**config.mk**
```make
export PLATFORM = sky130hd
export DESIGN_NAME = smc_job_scheduler
export DESIGN_NICKNAME = d
export VERILOG_FILES = /design/src/rtl/smc_job_scheduler.sv
export SDC_FILE = /design/constraint.sdc
export NUM_CORES = 1
export LEC_CHECK = 0
export ABC_CLOCK_PERIOD_IN_PS = 3500
export BUFFER_PORTS_ARGS = -buffer_cell sky130_fd_sc_hd__clkbuf_2
export CAP_MARGIN = 20
export CORE_ASPECT_RATIO = 0.6
export CORE_MARGIN = 3
export CORE_UTILIZATION = 54
export DETAILED_ROUTE_END_ITERATION = 8
export PLACE_DENSITY = 0.84
export SLEW_MARGIN = 0
export SYNTH_ARGS = -nofsm -noshare
export SYNTH_HDL_FRONTEND = slang
export SYNTH_SLANG_ARGS = --single-unit
```
**constraint.sdc**
```tcl
create_clock -name clk -period 3.5 [get_ports clk]
set_input_delay 0.525 -clock clk [delete_from_list [all_inputs] [get_ports clk]]
set_output_delay 0.525 -clock clk [all_outputs]
set_load 0.02 [all_outputs]
```
**src/rtl/smc_job_scheduler.sv**
```systemverilog
// Round-robin job sequencer for the single SMC instance: 6 beats in, one Enable pulse, tagged result out.
// First req_valid to rsp_valid is 8 + SMC_LAT cycles; LOAD stalls on req_valid and RESP holds until rsp_ready.
module smc_job_scheduler #(
  parameter int SMC_LAT = 1
) (
  input  logic       clk,
  input  logic       reset,
  input  logic [1:0] req_valid,
  output logic [1:0] req_ready,
  input  logic [3:0] req_mode,
  input  logic [5:0] req_w,
  input  logic [5:0] req_vgs,
  input  logic [5:0] req_vds,
  output logic [1:0] mode,
  output logic [2:0] W_0,
  output logic [2:0] W_1,
  output logic [2:0] W_2,
  output logic [2:0] W_3,
  output logic [2:0] W_4,
  output logic [2:0] W_5,
  output logic [2:0] V_GS_0,
  output logic [2:0] V_GS_1,
  output logic [2:0] V_GS_2,
  output logic [2:0] V_GS_3,
  output logic [2:0] V_GS_4,
  output logic [2:0] V_GS_5,
  output logic [2:0] V_DS_0,
  output logic [2:0] V_DS_1,
  output logic [2:0] V_DS_2,
  output logic [2:0] V_DS_3,
  output logic [2:0] V_DS_4,
  output logic [2:0] V_DS_5,
  output logic       Enable,
  input  logic [9:0] out_n,
  output logic       rsp_valid,
  input  logic       rsp_ready,
  output logic       rsp_id,
  output logic [9:0] rsp_data,
  output logic       busy
);

  typedef enum logic [2:0] {IDLE, LOAD, FIRE, WAIT, RESP} state_t;

  state_t     state, state_nxt;
  logic       grant, last_grant, pick;
  logic [2:0] beat_cnt;
  logic [3:0] wait_cnt;
  logic [2:0] w_q   [6];
  logic [2:0] vgs_q [6];
  logic [2:0] vds_q [6];
  logic [1:0] lane_mode;
  logic [2:0] lane_w, lane_vgs, lane_vds;

  // Contested grant goes to whoever did not win last time; a lone requester always wins.
  assign pick = (&req_valid) ? ~last_grant : req_valid[1];

  always_comb begin
    lane_mode = grant ? req_mode[3:2] : req_mode[1:0];
    lane_w    = grant ? req_w[5:3]    : req_w[2:0];
    lane_vgs  = grant ? req_vgs[5:3]  : req_vgs[2:0];
    lane_vds  = grant ? req_vds[5:3]  : req_vds[2:0];
  end

  always_ff @(posedge clk or negedge reset) begin
    if (!reset) state <= IDLE;
    else        state <= state_nxt;
  end

  always_comb begin
    state_nxt = state;
    case (state)
      IDLE:    if (|req_valid) state_nxt = LOAD;
      LOAD:    if (req_valid[grant] && beat_cnt == 3'd5) state_nxt = FIRE;
      FIRE:    state_nxt = WAIT;
      WAIT:    if (wait_cnt == 4'd1) state_nxt = RESP;
      RESP:    if (rsp_ready) state_nxt = IDLE;
      default: state_nxt = IDLE;
    endcase
  end

  always_comb begin
    req_ready = 2'b00;
    if (state == LOAD) req_ready[grant] = 1'b1;
    Enable    = (state == FIRE);
    rsp_valid = (state == RESP);
    busy      = (state != IDLE);
  end

  always_ff @(posedge clk or negedge reset) begin
    if (!reset) begin
      grant      <= 1'b0;
      last_grant <= 1'b1;
      beat_cnt   <= 3'd0;
      wait_cnt   <= 4'd0;
      mode       <= 2'd0;
      rsp_id     <= 1'b0;
      rsp_data   <= 10'd0;
      for (int i = 0; i < 6; i++) begin
        w_q[i]   <= 3'd0;
        vgs_q[i] <= 3'd0;
        vds_q[i] <= 3'd0;
      end
    end else begin
      case (state)
        IDLE: if (|req_valid) begin
          grant      <= pick;
          last_grant <= pick;
        end
        LOAD: if (req_valid[grant]) begin
          w_q[beat_cnt]   <= lane_w;
          vgs_q[beat_cnt] <= lane_vgs;
          vds_q[beat_cnt] <= lane_vds;
          if (beat_cnt == 3'd0) mode <= lane_mode;
          beat_cnt <= (beat_cnt == 3'd5) ? 3'd0 : beat_cnt + 3'd1;
        end
        FIRE: wait_cnt <= 4'(SMC_LAT);
        WAIT: begin
          wait_cnt <= wait_cnt - 4'd1;
          if (wait_cnt == 4'd1) begin
            rsp_data <= out_n;
            rsp_id   <= grant;
          end
        end
        default: ;
      endcase
    end
  end

  assign W_0 = w_q[0];
  assign W_1 = w_q[1];
  assign W_2 = w_q[2];
  assign W_3 = w_q[3];
  assign W_4 = w_q[4];
  assign W_5 = w_q[5];
  assign V_GS_0 = vgs_q[0];
  assign V_GS_1 = vgs_q[1];
  assign V_GS_2 = vgs_q[2];
  assign V_GS_3 = vgs_q[3];
  assign V_GS_4 = vgs_q[4];
  assign V_GS_5 = vgs_q[5];
  assign V_DS_0 = vds_q[0];
  assign V_DS_1 = vds_q[1];
  assign V_DS_2 = vds_q[2];
  assign V_DS_3 = vds_q[3];
  assign V_DS_4 = vds_q[4];
  assign V_DS_5 = vds_q[5];

endmodule

```
==> run summary <==
DRT Wirelength - 7.18 mm
drt drc - 0
largest net degree at the start of global routing - 80
GRT Util Overall - 21.5%
H-tree Lvls - 3
synthesized instance count - 225
synth unique cells - 30
1st-iter DRT viols - 85
Synth Area in Compound Gates - 2.78%
Slew Limit Fails - 0
Placer Congestion - 0.804
fraction of registers with async set/reset - 100%
antenna violations before repair - 0
placed cells - 403
Core Region - 5750 um2
DP HPWL - 5.11 mm
Synth Register Bits - 79
WS Path Type - reg -> reg
Min Clock Period, post-route - 2.41 ns
CTS clock-pin slew for the worst setup and hold paths - 0.09 ns
die outline area - 7170 um2
Setup Buffers After CTS - 0
ys flop type - dfrtp_1
Die H - 66.8 um
layout cells sized above 1 - 62.2%
Adder-Cell Fraction of Synth Area - 0.752%
CTS max path bufs - 2
P_leak - 2.02 nW
final hold violations - 0
final setup fails - 0
IO Count - 109
CTS tree - done
Worst Tran Pin Value - 0.938 ns
antenna cells - 0
CP Max Fanout - 11
Final nets - 373
startpoint types - flip-flop
FP Rows - 21
Fill cells - 412
CP required - 3.73 ns
post-cts sizing count - 0
DRT Pass-1 Iters - 4
Post-synth EDFFs - 0
largest family of logic cells by synthesized area - multiplexers
CP cell instances - or3b_1 > nor4b_4 > mux2_2
mux contribution to synthesized area - 28.0%
Vias/cell - 5.26
fin cells - 419
initial core utilization - 57.8%
WL/cell - 17.1 um
Root Buffer - clkbuf_8
TNS Setup - 0 ns
total grt overflow - 0
Max-slew headroom - 37.5%
Synth Area in XOR/XNOR - 0.263%
CP Data Arrival Time - 2.64 ns
crit end category - flip-flop
synthesized area per cell - 14.8 um2
sequential area share after synthesis - 59.5%
simple-gate share of the synthesized area - 6.55%
Worst path slowest cell - nor4b_4
first-pass GRT wire length - 11.4 mm
largest registers - rsp_data x10, wait_cnt x4
final period utilization - 68.7%
clock sinks - 79
Area Overhead vs Synth - 24.8%
vias in the first global route - 2173
post-route ant nets - 0
Hold Buf Count CTS - 0
CTS Buf Count - 9
Post-Syn Area - 3330 um2
vias post-DR - 2202
status - finished clean
Max Cap Viol - 0
Reg with most FFs - rsp_data
f_max - 416 MHz
Hold Crit Class - in -> async
die width - 107 um
Synth Warn # - 0
skew final - 0.0111 ns
maximum vdd drop - 513 uV
RSZ-0062 raised after global routing - no
Port Buf Inserts - 108
Max stage delay on crit path - 0.79 ns
PwrDens - 1030 nW/um2
syn_nets - 264
max reg flops - 10
clock latency on the worst-skew pair - 0.35 ns
==> cell usage after synthesis, types with 2 or more instances <==
master / n / area, um2
a21bo_2: 2 / 20.0
a21oi_1: 2 / 10.0
a22o_1: 2 / 17.5
a31oi_1: 2 / 12.5
buf_2: 3 / 15.0
clkbuf_1: 7 / 26.3
dfrtp_1: 78 / 1950
ha_1: 2 / 25.0
inv_1: 5 / 18.8
mux2_1: 2 / 22.5
mux2_2: 79 / 890
mux2i_1: 2 / 20.0
nand2_1: 4 / 15.0
nand2b_1: 6 / 37.5
nand3_1: 2 / 10.0
nand3b_1: 3 / 22.5
nor2_1: 7 / 26.3
nor3_1: 2 / 10.0
nor4_4: 2 / 42.5
o21ai_0: 3 / 15.0
==> cells by family after synthesis <==
group | after synthesis
flip-flops | 79
multiplexers | 83
adder cells (fa/ha/maj) | 2
AO/OA/AOI/OAI | 13
XOR/XNOR | 1
buffers and inverters | 16
AND/OR/NAND/NOR | 31
==> report_power, final <==
| group | switching (mW) | leakage (nW) | internal [mW] |
|---|---|---|---|
| clock network | 0.342 | 0.110 | 0.403 |
| registers | 0.282 | 0.949 | 1.36 |
| logic | 1.09 | 0.964 | 0.801 |
| total | 1.71 | 2.02 | 2.56 |
==> layer usage <==
| layer | share of wire [%] | up-vias | global-route usage, % |
|---|---|---|---|
| li1 | - | 1018 | - |
| met2 | 44 | 79 | 30.1 |
| met3 | 9.8 | 10 | 10.2 |
| met5 | 0 | - | 0 |
| met4 | 1.2 | 0 | 6.06 |
| met1 | 45 | 1095 | 29.9 |
==> cell usage in the layout, fill, tap and decap left out, types with 3 or more instances in the layout <==
cell type and instances:
o21ai_0 3, nand2_1 4, clkbuf_2 107, nand3b_1 3
dfrtp_1 78, inv_1 5, nand2b_1 6, mux2_2 79
clkbuf_8 9, nor2_1 7
==> final timing paths <==
| kind | start | to | slack (ns) | depth (start not counted) |
|---|---|---|---|---|
| max in group asynchronous | reset | V_GS_2[1] | 2.58 | 1 |
| worst min register to register | rsp_data[4] | rsp_data[4] | 0.51 | 1 |
| worst max-delay path | state[0] | V_GS_0[2] | 1.09 | 3 |
| min in group clk | rsp_ready | state[2] | 0.38 | 2 |
| worst max register to register | state[0] | V_GS_0[2] | 1.09 | 3 |
| worst min-delay path | reset | V_DS_1[0] | 0.33 | 1 |
==> layout make-up <==
type	instances	area (um2)	area share [%]
Clock inverter	7	95.1	2.29
Timing Repair Buffer	109	551	13.3
Tap cell	80	100	2.41
Clock buffer	9	124	2.98
Sequential cell	79	1980	47.6
Inverter	5	18.8	0.452
Multi-Input combinational cell	130	1280	31.0
==> metrics by stage <==
stage	area [um2]	power [mW]	hold WS (ns)	utilization [%]	setup WS (ns)
global route	4150	4.52	0.385	72.1	0.991
global placement	3930	3.48	0.481	68.3	1.21
CTS	4150	4.30	0.349	72.1	1.10
floorplan	3330	2.89	0.229	-	1.52
detailed placement	3930	3.55	0.490	68.3	1.12
finish	4150	4.27	0.330	72.1	1.09
==> worst max-delay path: cells and delay by family (launching register included) <==
family           cells  cell delay [ns]
multiplexers         1             0.42
flip-flops           1             0.53
AND/OR/NAND/NOR      2             1.35
Power figures use the tool's default switching activity.
